## src/rtl/ps_axi_cmd_issuer.sv

```systemverilog
// ps_axi_cmd_issuer
// PS-side command sequencer that sits in front of the waddr/wdata/raddr
// transmitters of the AXI path.
// - Write/read commands are queued in a small FIFO.
// - Commands are issued one at a time as single-cycle send pulses.
// - The matching slave response (wresp or rdata) is awaited, with a timeout.
// - Exactly one result is returned per issued command, in queue order.
//
// Ports
//   clk, rst          clock, synchronous active-high reset
//   cmd_valid/cmd_rdy command handshake (cmd_rdy = FIFO not full)
//   cmd_is_write      1 = write, 0 = read
//   cmd_addr          command address
//   cmd_wdata         command write data (ignored for reads)
//   waddr, wdata      write address/data; held until the next write issue
//   waddr_send        1-cycle pulse
//   wdata_send        1-cycle pulse
//   raddr             read address; held until the next read issue
//   raddr_send        1-cycle pulse
//   wresp_valid_in    write response valid from the slave
//   wresp_in          write response code
//   rdata_valid_in    read response valid from the slave
//   rdata_in          read data
//   rresp_in          read response code
//   ps_read_rdy       constant 1 once out of reset
//   ps_wresp_rdy      constant 1 once out of reset
//   result_valid      1-cycle pulse per command
//   result_is_write   type of the completed command
//   result_data       read data (0 for writes)
//   result_resp       response code (2'b10 on timeout)
//   timeout_err       pulses together with result_valid on a timeout
//   stray_cnt         saturating count of responses nobody was waiting for
//   busy              a command is in flight or queued
module ps_axi_cmd_issuer #(
   parameter int A_DATA_WIDTH  = 32,
   parameter int WD_DATA_WIDTH = 32,
   parameter int FIFO_DEPTH    = 4,
   parameter int TIMEOUT       = 100
) (
   input  logic                     clk,
   input  logic                     rst,
   input  logic                     cmd_valid,
   output logic                     cmd_rdy,
   input  logic                     cmd_is_write,
   input  logic [A_DATA_WIDTH-1:0]  cmd_addr,
   input  logic [WD_DATA_WIDTH-1:0] cmd_wdata,
   output logic [A_DATA_WIDTH-1:0]  waddr,
   output logic [WD_DATA_WIDTH-1:0] wdata,
   output logic                     waddr_send,
   output logic                     wdata_send,
   output logic [A_DATA_WIDTH-1:0]  raddr,
   output logic                     raddr_send,
   input  logic                     wresp_valid_in,
   input  logic [1:0]               wresp_in,
   input  logic                     rdata_valid_in,
   input  logic [WD_DATA_WIDTH-1:0] rdata_in,
   input  logic [1:0]               rresp_in,
   output logic                     ps_read_rdy,
   output logic                     ps_wresp_rdy,
   output logic                     result_valid,
   output logic                     result_is_write,
   output logic [WD_DATA_WIDTH-1:0] result_data,
   output logic [1:0]               result_resp,
   output logic                     timeout_err,
   output logic [7:0]               stray_cnt,
   output logic                     busy
);

   localparam int PTR_W = $clog2(FIFO_DEPTH);
   localparam int CNT_W = PTR_W + 1;
   localparam int TMR_W = (TIMEOUT < 1) ? 1 : $clog2(TIMEOUT + 1);
   localparam int ENT_W = 1 + A_DATA_WIDTH + WD_DATA_WIDTH;

   typedef enum logic [1:0] {
      ST_IDLE      = 2'd0,
      ST_ISSUE     = 2'd1,
      ST_WAIT_RESP = 2'd2
   } state_t;

   state_t state_reg, state_next;

   // Command FIFO storage and bookkeeping
   logic [ENT_W-1:0]         fifo_mem [FIFO_DEPTH];
   logic [PTR_W-1:0]         wr_ptr_reg, rd_ptr_reg;
   logic [CNT_W-1:0]         count_reg;
   logic [ENT_W-1:0]         head;
   logic                     head_is_write;
   logic [A_DATA_WIDTH-1:0]  head_addr;
   logic [WD_DATA_WIDTH-1:0] head_wdata;

   logic                     push, pop, full;
   logic                     ready_reg;
   logic                     cur_is_write_reg;
   logic [TMR_W-1:0]         timer_reg;
   logic                     load_timer, finish_ok, finish_tmo, match_valid;

   logic [A_DATA_WIDTH-1:0]  waddr_reg, raddr_reg;
   logic [WD_DATA_WIDTH-1:0] wdata_reg;
   logic                     wsend_reg, rsend_reg;
   logic                     result_valid_reg, result_is_write_reg, timeout_err_reg;
   logic [WD_DATA_WIDTH-1:0] result_data_reg;
   logic [1:0]               result_resp_reg;
   logic [7:0]               stray_cnt_reg;
   logic                     stray_w, stray_r;
   logic [8:0]               stray_sum;

   assign head          = fifo_mem[rd_ptr_reg];
   assign head_is_write = head[ENT_W-1];
   assign head_addr     = head[ENT_W-2 -: A_DATA_WIDTH];
   assign head_wdata    = head[WD_DATA_WIDTH-1:0];

   // ready_reg is low during reset and the first cycle after, so the FIFO
   // refuses commands until the block is fully out of reset.
   assign full    = (count_reg == CNT_W'(FIFO_DEPTH));
   assign cmd_rdy = ready_reg && !full;
   assign push    = cmd_valid && cmd_rdy;

   always_ff @(posedge clk) begin
      if (push) begin
         fifo_mem[wr_ptr_reg] <= {cmd_is_write, cmd_addr, cmd_wdata};
      end
   end

   // Next-state logic; pop looks only at the registered count, so a command
   // pushed into an empty FIFO is popped one cycle later.
   assign match_valid = cur_is_write_reg ? wresp_valid_in : rdata_valid_in;

   always_comb begin
      state_next = state_reg;
      pop        = 1'b0;
      load_timer = 1'b0;
      finish_ok  = 1'b0;
      finish_tmo = 1'b0;
      case (state_reg)
         ST_IDLE: begin
            if (count_reg != '0) begin
               pop        = 1'b1;
               state_next = ST_ISSUE;
            end
         end
         ST_ISSUE: begin
            load_timer = 1'b1;
            state_next = ST_WAIT_RESP;
         end
         ST_WAIT_RESP: begin
            // A response arriving on the last timer cycle still wins.
            if (match_valid) begin
               finish_ok  = 1'b1;
               state_next = ST_IDLE;
            end else if (timer_reg == '0) begin
               finish_tmo = 1'b1;
               state_next = ST_IDLE;
            end
         end
         default: state_next = ST_IDLE;
      endcase
   end

   // A response is stray unless it is the one the in-flight command awaits.
   assign stray_w   = wresp_valid_in && !((state_reg == ST_WAIT_RESP) && cur_is_write_reg);
   assign stray_r   = rdata_valid_in && !((state_reg == ST_WAIT_RESP) && !cur_is_write_reg);
   assign stray_sum = {1'b0, stray_cnt_reg} + 9'(stray_w) + 9'(stray_r);

   always_ff @(posedge clk) begin
      if (rst) begin
         state_reg           <= ST_IDLE;
         wr_ptr_reg          <= '0;
         rd_ptr_reg          <= '0;
         count_reg           <= '0;
         ready_reg           <= 1'b0;
         cur_is_write_reg    <= 1'b0;
         timer_reg           <= '0;
         waddr_reg           <= '0;
         wdata_reg           <= '0;
         raddr_reg           <= '0;
         wsend_reg           <= 1'b0;
         rsend_reg           <= 1'b0;
         result_valid_reg    <= 1'b0;
         result_is_write_reg <= 1'b0;
         result_data_reg     <= '0;
         result_resp_reg     <= '0;
         timeout_err_reg     <= 1'b0;
         stray_cnt_reg       <= '0;
      end else begin
         state_reg <= state_next;
         ready_reg <= 1'b1;
         count_reg <= count_reg + CNT_W'(push) - CNT_W'(pop);
         if (push) wr_ptr_reg <= wr_ptr_reg + 1'b1;
         if (pop)  rd_ptr_reg <= rd_ptr_reg + 1'b1;

         // Send pulses are registered at pop, so they are high exactly in ISSUE.
         wsend_reg <= pop && head_is_write;
         rsend_reg <= pop && !head_is_write;
         if (pop) begin
            cur_is_write_reg <= head_is_write;
            if (head_is_write) begin
               waddr_reg <= head_addr;
               wdata_reg <= head_wdata;
            end else begin
               raddr_reg <= head_addr;
            end
         end

         if (load_timer) begin
            timer_reg <= TMR_W'(TIMEOUT);
         end else if (state_reg == ST_WAIT_RESP && !finish_ok && !finish_tmo) begin
            timer_reg <= timer_reg - 1'b1;
         end

         result_valid_reg <= finish_ok || finish_tmo;
         timeout_err_reg  <= finish_tmo;
         if (finish_ok) begin
            result_is_write_reg <= cur_is_write_reg;
            result_data_reg     <= cur_is_write_reg ? '0 : rdata_in;
            result_resp_reg     <= cur_is_write_reg ? wresp_in : rresp_in;
         end else if (finish_tmo) begin
            result_is_write_reg <= cur_is_write_reg;
            result_data_reg     <= '0;
            result_resp_reg     <= 2'b10;
         end

         stray_cnt_reg <= (stray_sum > 9'd255) ? 8'd255 : stray_sum[7:0];
      end
   end

   assign waddr           = waddr_reg;
   assign wdata           = wdata_reg;
   assign raddr           = raddr_reg;
   assign waddr_send      = wsend_reg;
   assign wdata_send      = wsend_reg;
   assign raddr_send      = rsend_reg;
   assign ps_read_rdy     = ready_reg;
   assign ps_wresp_rdy    = ready_reg;
   assign result_valid    = result_valid_reg;
   assign result_is_write = result_is_write_reg;
   assign result_data     = result_data_reg;
   assign result_resp     = result_resp_reg;
   assign timeout_err     = timeout_err_reg;
   assign stray_cnt       = stray_cnt_reg;
   assign busy            = (state_reg != ST_IDLE) || (count_reg != '0);

endmodule

```

## config.mk

```make
export PLATFORM = sky130hd
export DESIGN_NAME = ps_axi_cmd_issuer
export DESIGN_NICKNAME = d
export VERILOG_FILES = /design/src/rtl/ps_axi_cmd_issuer.sv
export SDC_FILE = /design/constraint.sdc
export NUM_CORES = 1
export LEC_CHECK = 0
export BUFFER_PORTS_ARGS = -buffer_cell sky130_fd_sc_hd__buf_4
export CAP_MARGIN = 20
export CORE_ASPECT_RATIO = 0.6
export CORE_MARGIN = 5
export CORE_UTILIZATION = 50
export CTS_CLUSTER_SIZE = 40
export DETAILED_ROUTE_END_ITERATION = 16
export HOLD_SLACK_MARGIN = 0.1
export PLACE_DENSITY = 0.72
export SYNTH_ARGS = -nofsm -noshare
export SYNTH_HDL_FRONTEND = slang
export SYNTH_SLANG_ARGS = --single-unit
```

## constraint.sdc

```tcl
create_clock -name clk -period 8 [get_ports clk]
set_clock_uncertainty 0.1 [all_clocks]
set_input_delay 0 -clock clk [delete_from_list [all_inputs] [get_ports clk]]
set_output_delay 0 -clock clk [all_outputs]
set_load 0.03 [all_outputs]
```

Word level (Yosys, flattened, before mapping). Memories as Yosys holds them, arrays and structs flattened. A register that Yosys moved wholly into a read port is not among the register bits. Index checks and enable logic that the tools add are counted. W data, S select, Z words.

Register bits after elaboration: 161. Bits in latches: 0. Memory bits (writable): 260. ROM bits: 0. Bits of input ports: 106. Output and inout bits: 148. Word-level logic and storage cells: 92. Memories: 1.

$add $sub $neg: 7. Multiply operators: 0. Div/mod/pow operators: 0. Magnitude comparators: 1. Equal/unequal tests: 5. Shift operators: 0. Multiplexer cells: 29. Bitwise gates (word level): 1. Reductions and logical operators: 29.

Memory list: fifo_mem (depth 4, bits a word 65, rd ports 1, clocked after Yosys merged registers in 1, wr ports 1, line 83) `logic [ENT_W-1:0] fifo_mem [FIFO_DEPTH];`.

Operators with widths (count): $mux W32 (3); $mux W2 (8); $mux W1 (14); $mux W7 (2); $logic_and A1 B1 Y1 (10); $add A8 B1 Y9 (1); $add A9 B1 Y9 (1); $gt A9 B8 Y1 const B (1); $mux W8 (1); $logic_not A1 Y1 (7); $logic_not A7 Y1 (1); $sub A7 B1 Y7 const B (1); $pmux W2 S3 (1); $reduce_and A2 Y1 (3); $reduce_bool A2 Y1 (3); $add A2 B1 Y2 const B (2); $add A3 B1 Y3 (1); $eq A3 B3 Y1 const B (1); $ne A3 B3 Y1 const B (1); $reduce_bool A3 Y1 (1); $sub A3 B1 Y3 (1); $eq A2 B1 Y1 const B (1); $eq A2 B2 Y1 const B (1); $logic_not A2 Y1 (1); other kinds (4) (5).

Depth between registers and ports, before layout.
Depth in word-level cells: 8. Depth in mapped cells: 11. Depth with buffers taken out: 11.

Worst setup path before layout. No wires, ideal clock.

Kind: register -> register. Start: register ready_reg, in the netlist ps_read_rdy. End: memory fifo_mem[0][0] in the netlist's numbering, enable pin. Setup time: 430 ps. Arrival: 2604 ps. Required time: 7470 ps. Path slack: 4866 ps. Cell stages (with the launch flop): 3. Buffers on the path: 0. Period minus slack after synthesis: 3134 ps. Cells stage by stage: dfxtp_1 o31a_1 and3_1.

Longest elaborated chain between the ends: 4.

RTL lines: start, declared (line 92) `logic ready_reg;`; start signal, assigned (line 170) `ready_reg <= 1'b0;`; start signal, assigned (line 186) `ready_reg <= 1'b1;`; $logic_and A1 B1 Y1 (line 115) `assign cmd_rdy = ready_reg && !full;`; net cmd_rdy (line 43) `output logic cmd_rdy,`; $logic_and A1 B1 Y1 (line 116) `assign push = cmd_valid && cmd_rdy;`; $mux W1 (line 119) `if (push) begin`; $mux W1 (not written as such) (line 120) `fifo_mem[wr_ptr_reg] <= {cmd_is_write, cmd_addr, cmd_wdata};`; end, declared (line 83).

The timed path passes the listed nets, and every way through them passes these cells.

==> implementation parameters <==
Parameter                              Value

Clock tree
  CTS tree ... yes
  Longest Clk Path Bufs ... 3
  Sink Count ... 423
  Clock insertion delay at the later pin of the skew report ... 0.52 ns
  CTS clock-pin slew for the worst setup and hold paths ... 0.07 ns
  CTS Root Buffer Type ... sky130_fd_sc_hd__clkbuf_16
  H-Tree Level Count ... 2
  Clock buffer count from CTS ... 38

Global routing
  Overall Global Routing Usage ... 0.211
  Total global routing overflow ... 0
  Largest net degree at the start of global routing ... 66
  Global-route wire length before repair ... 55,200 um
  Number of antenna violations at the first check in global routing ... 0
  Vias in the first global route ... 9,497

Finish
  Share of layout cells above drive strength 1 ... 0.301
  Total of fill cells in the finished design ... 2,033
  Diode count ... 0
  Max reg flops ... 260
  Sequential cell area in the final layout ... 11,100 um^2
  Multi-input logic area ... 3740 um^2
  # nets final ... 1,424
  Register with the most flip-flops ... fifo_mem
  Layout Area Growth over Synthesis ... 31.8%
  Leading cell types in the layout, fill and taps excluded ... 260 x sky130_fd_sc_hd__edfxtp_1, 259 x sky130_fd_sc_hd__buf_4, 161 x sky130_fd_sc_hd__dfxtp_1
  Non-Filler Instances ... 1,746
  Most frequent standard cell in the layout excluding fill and tap cells ... sky130_fd_sc_hd__edfxtp_1
  Share of the core filled with cells in the final layout ... 0.666

Critical path
  Endpoint arrival time on the critical path ... 3.53 ns
  Number of cells on the worst reg-to-reg path ... 5
  Critical-path maximum fanout ... 65
  Worst R2R End ... wdata[29]
  Kind of end point of the critical path ... register
  Setup CP Type ... reg -> reg
  Required time of the worst setup path ... 8.34 ns
  Startpoint type of the worst setup path ... register
  Setup slack on the worst flop-to-flop path ... 4.81 ns

Synth
  Top_reg_cell synth ... sky130_fd_sc_hd__edfxtp_1
  Ys Warns ... 0
  Mean post-synth cell area ... 16.2 um^2
  Synth unique cells ... 49
  Fraction of synthesis flops using an asynchronous set or reset pin ... 0
  Post-Syn Area ... 15,100 um^2
  Number of enable-type register cells in the synthesized netlist ... 260
  Gate count after technology mapping ... 932
  Net count after synthesis ... 1,048
  Flip-flop and latch count after synthesis ... 423
  Share of synthesized area occupied by flip-flops and latches ... 0.734

Drt
  Via/cell ratio ... 5.41
  Total length of routed wires ... 36,000 um
  Number of nets with antenna violations after detailed routing ... 0
  Number of remaining DRC errors ... 0
  First-iteration detailed-routing DRC count ... 741
  Via Count ... 9,451
  Number of detailed-routing iterations run before antenna repair ... 5
  Routed len/inst ... 20.6 um

STA
  Endpoints failing hold ... 0
  Final total negative setup slack ... 0 ns
  Min Tclk post-route ... 3.19 ns
  Relative slew slack ... 0.300
  Total setup violations reported at the end of the flow ... 0
  Final clock period utilization by the worst path ... 0.399
  Slew of the pin with the lowest slew margin ... 1.05 ns
  Final setup margin ... 4.81 ns
  Upper clock frequency limit ... 313 MHz
  Pins over their slew limit ... 0
  Setup repair after global routing missed its margin ... false

Flow run
  Number of max-cap violations ... 0

Floorplanning
  I/O pin count ... 254
  Vert. Die Dim ... 145 um
  Core Box Area ... 29,900 um^2
  Rows ... 49
  Initial Utilization ... 0.505
  Die Outline Area ... 33,900 um^2
  Die outline width ... 234 um

Status
  Outcome ... completed

Placed design
  Post-Place Worst Slack ... 4.73 ns
  Post-detail-place hpwl ... 20,900 um
  Number of buffer cells added on primary ports ... 253
  Placed cell count ... 1,546
  Gpl congestion ... 0.772

Hold path
  Worst Hold End ... fifo_mem[3][9]
  Type of the worst min-delay path ... in -> reg
  Critical hold path startpoint ... cmd_wdata[9]
  Depth of the worst hold-timing path ... 2

Power and ir drop
  Highest ir drop seen on vdd ... 0.201 mV
  P per Cell Area ... 319 nW/um^2
  Leak pwr ... 7.31 nW
worst max path at each step:
stage / start / endpoint / depth (start not counted)
2_1_floorplan: ps_read_rdy / fifo_mem[0][0] / 2
3_3_place_gp: register / wdata[23] / 5
3_5_place_dp: register / wdata[29] / 5
4_1_cts: register / wdata[29] / 5
5_1_grt: register / wdata[29] / 5
6_report: register / wdata[29] / 5
worst max-delay path, stage by stage (launching register included):
cell and delay, ns:
sky130_fd_sc_hd__dfxtp_4 1.03, sky130_fd_sc_hd__mux4_2 0.47, sky130_fd_sc_hd__and3_2 0.53, sky130_fd_sc_hd__buf_4 0.56
sky130_fd_sc_hd__nand2_1 0.14, sky130_fd_sc_hd__a21oi_1 0.19
through the flow:
| step | total power [mW] | cell area [um^2] | hold slack, ns |
|---|---|---|---|
| final | 6.35 | 19900 | 0.124 |
| after global routing | 6.65 | 19900 | 0.112 |
| after CTS | 6.39 | 19900 | 0.101 |
| after detailed placement | 4.53 | 17300 | 0.104 |
| after global placement | 4.50 | 17300 | 0.102 |
| after floorplan | 3.92 | 15100 | -0.00113 |
metal layers:
layer,track usage,vias to the layer above,share of wire,routed length (um)
li1,-,4295,-,-
met1,0.303,4786,0.44,15900
met2,0.337,310,0.48,17400
met3,0.0402,60,0.059,2130
met4,0.0571,0,0.018,650
met5,0,-,0,0
power by group:
| part | leakage [nW] | switching, mW | internal, mW | total, mW |
|---|---|---|---|---|
| combinational | 3.02 | 1.03 | 0.720 | 1.75 |
| sequential | 3.69 | 0.218 | 2.58 | 2.79 |
| clock | 0.604 | 0.761 | 1.04 | 1.80 |
| total | 7.31 | 2.01 | 4.34 | 6.35 |
cells by family after synthesis:
| logic type | share of synthesized area |
|---|---|
| adders and majority gates | 0.00929 |
| and+or+nand+nor | 0.0547 |
| muxes | 0.0992 |
| xor gates and xnor gates | 0.00581 |
| buffers and inverters | 0.0219 |
| AOI/OAI and AO/OA | 0.0754 |
| DFF | 0.734 |
layout make-up:
| cell class | count | share of cell area |
|---|---|---|
| clock inverters | 12 | 0.00554 |
| inverters | 15 | 0.00283 |
| clock buffers | 58 | 0.0568 |
| repair buffers | 389 | 0.164 |
| well taps | 408 | 0.0257 |
| multi-input cells | 441 | 0.188 |
| flip-flops and latches | 423 | 0.557 |
Yosys cell counts (2+ instances only):
master	count	share of area
sky130_fd_sc_hd__a22o_1	64	0.037
sky130_fd_sc_hd__buf_4	3	0.0015
sky130_fd_sc_hd__ha_1	8	0.0066
sky130_fd_sc_hd__xor2_1	4	0.0023
sky130_fd_sc_hd__buf_2	27	0.0090
sky130_fd_sc_hd__a21oi_2	2	0.0012
sky130_fd_sc_hd__nand3_1	3	0.00099
sky130_fd_sc_hd__nand2b_1	3	0.0012
sky130_fd_sc_hd__nor2_1	14	0.0035
sky130_fd_sc_hd__nor2b_1	3	0.0012
sky130_fd_sc_hd__clkbuf_1	18	0.0045
sky130_fd_sc_hd__a211oi_1	2	0.00099
sky130_fd_sc_hd__buf_6	4	0.0030
sky130_fd_sc_hd__o31ai_1	3	0.0015
sky130_fd_sc_hd__inv_1	15	0.0037
sky130_fd_sc_hd__edfxtp_1	260	0.52
sky130_fd_sc_hd__and3_1	7	0.0029
sky130_fd_sc_hd__o32ai_1	2	0.0012
sky130_fd_sc_hd__o21a_1	2	0.00099
sky130_fd_sc_hd__mux4_2	65	0.097
sky130_fd_sc_hd__a31oi_1	3	0.0012
sky130_fd_sc_hd__dfxtp_1	163	0.22
sky130_fd_sc_hd__a21oi_1	78	0.026
sky130_fd_sc_hd__xnor2_1	6	0.0035
sky130_fd_sc_hd__fa_1	2	0.0027
sky130_fd_sc_hd__or2_2	4	0.0017
sky130_fd_sc_hd__o21ai_0	3	0.00099
sky130_fd_sc_hd__nor3_1	4	0.0013
sky130_fd_sc_hd__nand2_1	139	0.035
sky130_fd_sc_hd__or4_1	2	0.00099
timing repair:
action	CTS	global route
resized for setup	0	0
hold buffers	129	0
endpoints found under the hold margin	341	0
buffers inserted	0	0
(Power assumes the default switching activity.)
